<file path="config.mk">
export PLATFORM = sky130hd
export DESIGN_NAME = net_cmd_unit
export DESIGN_NICKNAME = d
export VERILOG_FILES = /design/src/rtl/net_cmd_unit.sv
export SDC_FILE = /design/constraint.sdc
export NUM_CORES = 1
export LEC_CHECK = 0
export CORE_UTILIZATION = 35
export DETAILED_ROUTE_END_ITERATION = 12
export GPL_ROUTABILITY_DRIVEN = 1
export RECOVER_POWER = 100
export SLEW_MARGIN = 0
export SYNTH_ARGS = -nofsm -noshare
export SYNTH_HDL_FRONTEND = slang
export SYNTH_SLANG_ARGS = --single-unit
</file>
<file path="constraint.sdc">
create_clock -name clk -period 5 [get_ports clk]
set_input_delay 1 -clock clk [delete_from_list [all_inputs] [get_ports clk]]
set_output_delay 1 -clock clk [all_outputs]
set_load 0.03 [all_outputs]
</file>
<file path="src/rtl/net_cmd_unit.sv">
// Network command unit: filters packets addressed to this core, queues imem/reg-file writes,
// issues the start-PC pulse and tracks the IDLE/RUN/ERR run state plus the barrier registers.
module net_cmd_unit #(
  parameter int unsigned      ID_W     = 10,
  parameter logic [ID_W-1:0]  NET_ID   = ID_W'(1),
  parameter bit               BCAST_EN = 1'b1,
  parameter int unsigned      ADDR_W   = 10,
  parameter int unsigned      DATA_W   = 32,
  parameter int unsigned      MASK_W   = 3,
  parameter int unsigned      DEPTH    = 4
) (
  input  logic                      clk,
  input  logic                      reset,
  input  logic                      net_valid_i,
  input  logic [ID_W-1:0]           net_id_i,
  input  logic [2:0]                net_op_i,
  input  logic [ADDR_W-1:0]         net_addr_i,
  input  logic [DATA_W-1:0]         net_data_i,
  output logic                      net_ready_o,
  output logic                      wr_valid_o,
  output logic                      wr_is_instr_o,
  output logic [ADDR_W-1:0]         wr_addr_o,
  output logic [DATA_W-1:0]         wr_data_o,
  input  logic                      wr_ready_i,
  output logic                      pc_wr_valid_o,
  output logic [ADDR_W-1:0]         pc_wr_addr_o,
  input  logic                      halt_i,
  input  logic                      bar_commit_i,
  input  logic [MASK_W-1:0]         bar_val_i,
  output logic [MASK_W-1:0]         barrier_o,
  output logic [1:0]                state_o,
  output logic                      exception_o,
  output logic [$clog2(DEPTH):0]    fifo_count_o
);

  localparam int unsigned PtrW = $clog2(DEPTH);
  localparam int unsigned CntW = PtrW + 1;
  localparam int unsigned EntW = 1 + ADDR_W + DATA_W;

  localparam logic [2:0] OpInstr = 3'd1;
  localparam logic [2:0] OpReg   = 3'd2;
  localparam logic [2:0] OpPc    = 3'd3;
  localparam logic [2:0] OpBar   = 3'd4;

  typedef enum logic [1:0] {
    StIdle = 2'd0,
    StRun  = 2'd1,
    StErr  = 2'd2
  } state_e;

  state_e            r_state;
  state_e            w_state_nxt;

  logic [EntW-1:0]   r_mem [DEPTH];
  logic [PtrW-1:0]   r_wptr;
  logic [PtrW-1:0]   r_rptr;
  logic [CntW-1:0]   r_count;
  logic              r_pc_valid;
  logic [ADDR_W-1:0] r_pc_addr;
  logic [MASK_W-1:0] r_mask;
  logic [MASK_W-1:0] r_value;

  logic w_match;
  logic w_is_wr;
  logic w_is_pc;
  logic w_is_bar;
  logic w_empty;
  logic w_full;
  logic w_err;
  logic w_push;
  logic w_pop;
  logic w_pc_acc;
  logic w_pc_err;
  logic w_bar_ld;

  assign w_match  = net_valid_i &
                    ((net_id_i == NET_ID) | (BCAST_EN & (&net_id_i)));
  assign w_is_wr  = (net_op_i == OpInstr) | (net_op_i == OpReg);
  assign w_is_pc  = (net_op_i == OpPc);
  assign w_is_bar = (net_op_i == OpBar);
  assign w_empty  = (r_count == '0);
  assign w_full   = (r_count == CntW'(DEPTH));
  assign w_err    = (r_state == StErr);

  assign w_push   = w_match & w_is_wr & ~w_full & ~w_err;
  assign w_pop    = wr_valid_o & wr_ready_i;
  assign w_pc_acc = w_match & w_is_pc & w_empty & (r_state == StIdle);
  // A second start while running is fatal regardless of FIFO occupancy.
  assign w_pc_err = w_match & w_is_pc & (r_state == StRun);
  assign w_bar_ld = w_match & w_is_bar & ~w_err;

  always_comb begin
    net_ready_o = 1'b1;
    if (w_match && !w_err) begin
      if (w_is_wr) begin
        net_ready_o = ~w_full;
      end else if (w_is_pc) begin
        net_ready_o = w_empty;
      end
    end
  end

  always_ff @(posedge clk) begin
    if (!reset) begin
      r_state <= StIdle;
    end else begin
      r_state <= w_state_nxt;
    end
  end

  always_comb begin
    w_state_nxt = r_state;
    case (r_state)
      StIdle: if (w_pc_acc) w_state_nxt = StRun;
      StRun: begin
        if (w_pc_err) begin
          w_state_nxt = StErr;
        end else if (halt_i) begin
          w_state_nxt = StIdle;
        end
      end
      StErr:   w_state_nxt = StErr;
      default: w_state_nxt = StIdle;
    endcase
  end

  always_ff @(posedge clk) begin
    if (w_push) begin
      r_mem[r_wptr] <= {(net_op_i == OpInstr), net_addr_i, net_data_i};
    end
  end

  // Entering ERR flushes the queue in the same edge so the count reads 0 with state ERR.
  always_ff @(posedge clk) begin
    if (!reset || w_state_nxt == StErr) begin
      r_wptr  <= '0;
      r_rptr  <= '0;
      r_count <= '0;
    end else begin
      if (w_push) r_wptr <= r_wptr + 1'b1;
      if (w_pop)  r_rptr <= r_rptr + 1'b1;
      case ({w_push, w_pop})
        2'b10:   r_count <= r_count + 1'b1;
        2'b01:   r_count <= r_count - 1'b1;
        default: r_count <= r_count;
      endcase
    end
  end

  always_ff @(posedge clk) begin
    if (!reset) begin
      r_pc_valid <= 1'b0;
      r_pc_addr  <= '0;
      r_mask     <= '0;
      r_value    <= '0;
    end else begin
      r_pc_valid <= w_pc_acc;
      if (w_pc_acc) r_pc_addr <= net_addr_i;
      if (w_bar_ld) r_mask <= net_data_i[MASK_W-1:0];
      if (w_pc_acc) begin
        r_value <= net_data_i[MASK_W-1:0];
      end else if (r_state == StRun && bar_commit_i) begin
        r_value <= bar_val_i;
      end
    end
  end

  assign wr_valid_o    = ~w_empty & ~w_err;
  assign {wr_is_instr_o, wr_addr_o, wr_data_o} = r_mem[r_rptr];
  assign pc_wr_valid_o = r_pc_valid;
  assign pc_wr_addr_o  = r_pc_addr;
  assign barrier_o     = r_mask & r_value;
  assign state_o       = r_state;
  assign exception_o   = w_err;
  assign fifo_count_o  = r_count;

endmodule

</file>
# Yosys cells after proc, flatten, opt, wreduce, memory -nomap -nowiden
# Memory sizes are Yosys's and may differ from the RTL's. A register that Yosys moved wholly into a read port is not among the register bits.
# Cells that the tools add are included.
# Widths: inputs -> output; s select.
# classes
add_sub_neg,4
n_eq_ne,11
muxes,14
bitwise,18
n_reduce_logical,10
# ops
op,count
$and 1x1->1,12
$eq 10x1->1 const B,1
$mux 2,5
$reduce_and 10->1,1
$eq 2x2->1 const B,3
$eq 3x2->1 const B,2
$eq 3x3->1 const B,2
$mux 3,2
$pmux 2 s3,1
$pmux 3 s2,1
$mux 1,5
$add 2x1->2 const B,2
$eq 2x1->1 const B,2
$reduce_bool 2->1,2
$add 3x1->3 const B,1
$and 3x3->3,1
$eq 3x1->1 const B,1
$logic_not 3->1,1
$not 1->1,3
$sub 3x1->3 const B,1
$logic_and 1x1->1,2
$logic_not 1->1,2
$logic_not 2->1,1
$or 1x1->1,2
$logic_or 1x1->1,1
# totals
regBits,26
mem_bits_rw,172
in_bits,64
output_inout_bits,65
word_cells,66
memories,1
# mem_list
memory,words,width,rd,rd_clocked_by_memory_dff,wr,line,source
r_mem,4,43,1,1,1,54,logic [EntW-1:0] r_mem [DEPTH];

# Depth between registers and ports, before layout
# depth
depth_word,11
ltp_mapped,11
mapped_depth_nobuf,11

# Worst setup path after synthesis
# No wires, ideal clock.
# synth_timing
path_type,in2reg
start,in net_id_i[4]
end,"mem r_mem[0][0] (netlist name), enable pin"
setup_time_ns,0.405
arrival_time_ns,3.090
required_time_ns,4.595
path_slack_ns,1.506
stages,4
n_path_buf,0
path_cell_list,nor4_2 nand4_1 a2111oi_4 and2_1
# synth_between
elab_chain_len,8
elab_cells_between_ends,9
classes_between,eq/ne: 1; mux: 2; bitwise: 5; reduce/logical: 1
# synth_lines
element,line,source
from (decl),15,"input logic [ID_W-1:0] net_id_i,"
$eq 10x1->1 or $reduce_and 10->1 (tied branches),77,((net_id_i == NET_ID) | (BCAST_EN & (&net_id_i)));
$or 1x1->1 (*),77,
$and 1x1->1 (*),76,assign w_match = net_valid_i &
$and 1x1->1 (*) (3 in a row),85,assign w_push = w_match & w_is_wr & ~w_full & ~w_err;
$mux 1 (*),128,if (w_push) begin
$mux 1 (not written as such) (*),129,"r_mem[r_wptr] <= {(net_op_i == OpInstr), net_addr_i, net_data_i};"
to (decl),54,
# Mark *: on every way between the ends. The rest lies on a longest branch, timed or not.

==> metrics.yaml <==
min_path:
  min-delay-start: "pc_wr_addr_o[7]"
  hold_path_class: "reg2reg"
grt:
  antenna_found_initial: 0
  grt_overflow: 0
  grt.total_usage: 0.143
  grt_pass1_wl_um: 23200
  grt_max_degree: 44
  grt_pass1_vias: 4236
route:
  first_pass_iters: 5
  wirelength_um: 15000
  via_per_inst: 4.91
  drc_errors: 0
  post_drt_wl_per_cell_um: 18.8
  ant_nets: 0
  drt_iter0_drc: 162
  num_vias: 3925
flow_run:
  drv_cap: 3
sta:
  worstMarginPinSlew_ns: 2.36
  fmax_mhz: 235
  fin_crit_sh: 0.852
  period_minus_slack_ns: 4.26
  finalSetupViolations: 0
  slew_violations: 80
  slew_headroom: -0.577
  hold_viol: 0
  rsz0062_at_grt: "false"
  worst_slack_ns: 0.742
  fin_tns_setup_ns: 0
  finClkSkew_ns: 0.00800
power:
  seq_power_share: 0.567
  internal-power_uw: 2590
  p_leak_uw: 0.00328
  p_per_area_nw_per_um2: 326
  pwr-share-clk: 0.409
  comb_power_share: 0.024
  vdd_ir_drop_max_uv: 169
  p_sw_uw: 600
  netSwitchingFraction: 0.188
  power_uw: 3190
setup_path:
  reg2reg_from: "state_o[0]"
  arrival_ns: 3.26
  endpoint_kind: "output pin"
  crit_type: "reg2out"
  startpoint_type: "flop"
  worstPathMaxFanout: 43
  required_ns: 4.00
cts:
  clk_path_buf_depth: 2
  cts.sinks: 200
  numCtsBuffers: 17
  cts-resized-gates: 0
  cts_tree: "done"
  clkTransAtPathRegs_ns: 0.07
  clock_latency_ns: 0.42
  postCtsSetupBuffers: 0
  holdBufCountCts: 0
  clockRootBuffer: "clkbuf_16"
  h-tree-depth: 4
synth:
  yosysTopAreaCellShare: 0.679
  synth_area_leaders: "edfxtp_1 (68%), mux4_2 (13%), dfxtp_1 (7.4%), mux2i_1 (2.2%), nor2b_1 (1.1%)"
  synth-main-ff-cell: "edfxtp_1"
  syn_nets: 441
  synth_cells: 371
  async_flop_share: 0
  ys_types: 40
  ys_warn_count: 0
  yosys_register_bits: 200
  yosys.area.top_type: "edfxtp_1"
  syn_area_um2: 7610
  synth-edff-count: 172
  synth.yosys.seq_area_share: 0.753
  syn_area_per_cell_um2: 20.5
finish:
  fin_util: 0.462
  nets: 582
  syn2layout_area_growth_pct: 28.5
  drive_gt1_frac: 0.153
  mostFrequentLayoutCells: "edfxtp_1 (172), dlygate4sd3_1 (108), mux4_2 (43)"
  layout_commonest_cell: "edfxtp_1"
  num_antenna_cells: 0
  final_cells: 799
  fillCellCount: 1791
placement:
  post-place-ws_ns: 0.993
  place_hpwl_um: 9600
  dp_cells: 768
  globalplace.congestion: 0.772
  io_buffers: 128
run_status:
  violations: "capacitance limit, slew limit"
  status: "finished with violations"
die:
  die_width_um: 149
  rows: 53
  io_pins: 129
  fp.coreArea_um2: 21200
  die_area_um2: 22300
  start_util: 0.360
  die_h_um: 149
power groups by stage:
stage	clock network [uW]	registers [uW]	logic [uW]
2_1_floorplan	0	1840	10.7
5_1_grt	1400	1810	81.9
3_5_place_dp	0	1840	83.5
3_3_place_gp	0	1840	80.3
6_report	1300	1810	75.3
4_1_cts	1340	1810	84.0
through the flow:
step           hold slack (ns)  instance area [um2]
2_1_floorplan            0.477                 7610
3_3_place_gp             0.500                 9260
3_5_place_dp             0.511                 9260
4_1_cts                  0.531                 9820
5_1_grt                  0.539                 9780
6_report                 0.516                 9780
cell usage after synthesis (all sizes together), types with 2 or more instances:
library cell / number
xor2: 4
nor2: 14
nand2b: 2
mux4: 43
nand3b: 2
mux2i: 17
nor3: 3
inv: 9
or3: 2
nor2b: 13
and2: 9
nand2: 6
o211a: 3
nand4: 3
ha: 5
edfxtp: 172
o2111ai: 3
and3: 2
xnor2: 3
clkbuf: 8
buf: 5
dfxtp: 28
nand3: 2
per-layer routing:
layer	vias up	wire length, um	track usage	part of all wire
li1	1772	-	-	-
met1	2031	6500	0.173	0.43
met2	104	7720	0.244	0.51
met3	18	555	0.0332	0.037
met4	0	246	0.0607	0.016
met5	-	0	0	0
sequential cells by signal, indices dropped and copies added (netlist names), named ones only:
signal / cells
r_mem: 172
pc_wr_addr_o: 10
fifo_count_o: 3
r_mask: 3
r_value: 3
r_rptr: 2
r_wptr: 2
state_o: 2
pc_wr_valid_o: 1
final timing paths:
check	cells past startpoint	to	slack, ns
worst max-delay path	2	wr_addr_o[5]	0.74
worst min-delay path	2	pc_wr_addr_o[7]	0.52
worst max register to register	5	r_mem[3][7]	1.83
worst min register to register	2	pc_wr_addr_o[7]	0.52
critical path, cell delays in order, from the launching register on:
cell and delay (ns):
dfxtp_2 1.38, mux4_2 0.66, dlygate4sd3_1 0.71
cell families after synthesis:
family	synth area share
buffers and inverters	0.0125
AND/OR/NAND/NOR	0.0479
flip-flops	0.753
multiplexers	0.150
AO/OA/AOI/OAI	0.0186
XOR/XNOR	0.00806
adder cells (fa/ha/maj)	0.0109
area by class of cell:
type                            instances  area [um2]  area share
Sequential cell                       200        5730       0.586
Multi-Input combinational cell        149        1770       0.181
Timing Repair Buffer                  135        1350       0.138
Clock buffer                           21         440      0.0450
Tap cell                              275         344      0.0352
Clock inverter                         10         120      0.0123
Inverter                                9        33.8     0.00345
(Power assumes the default switching activity.)
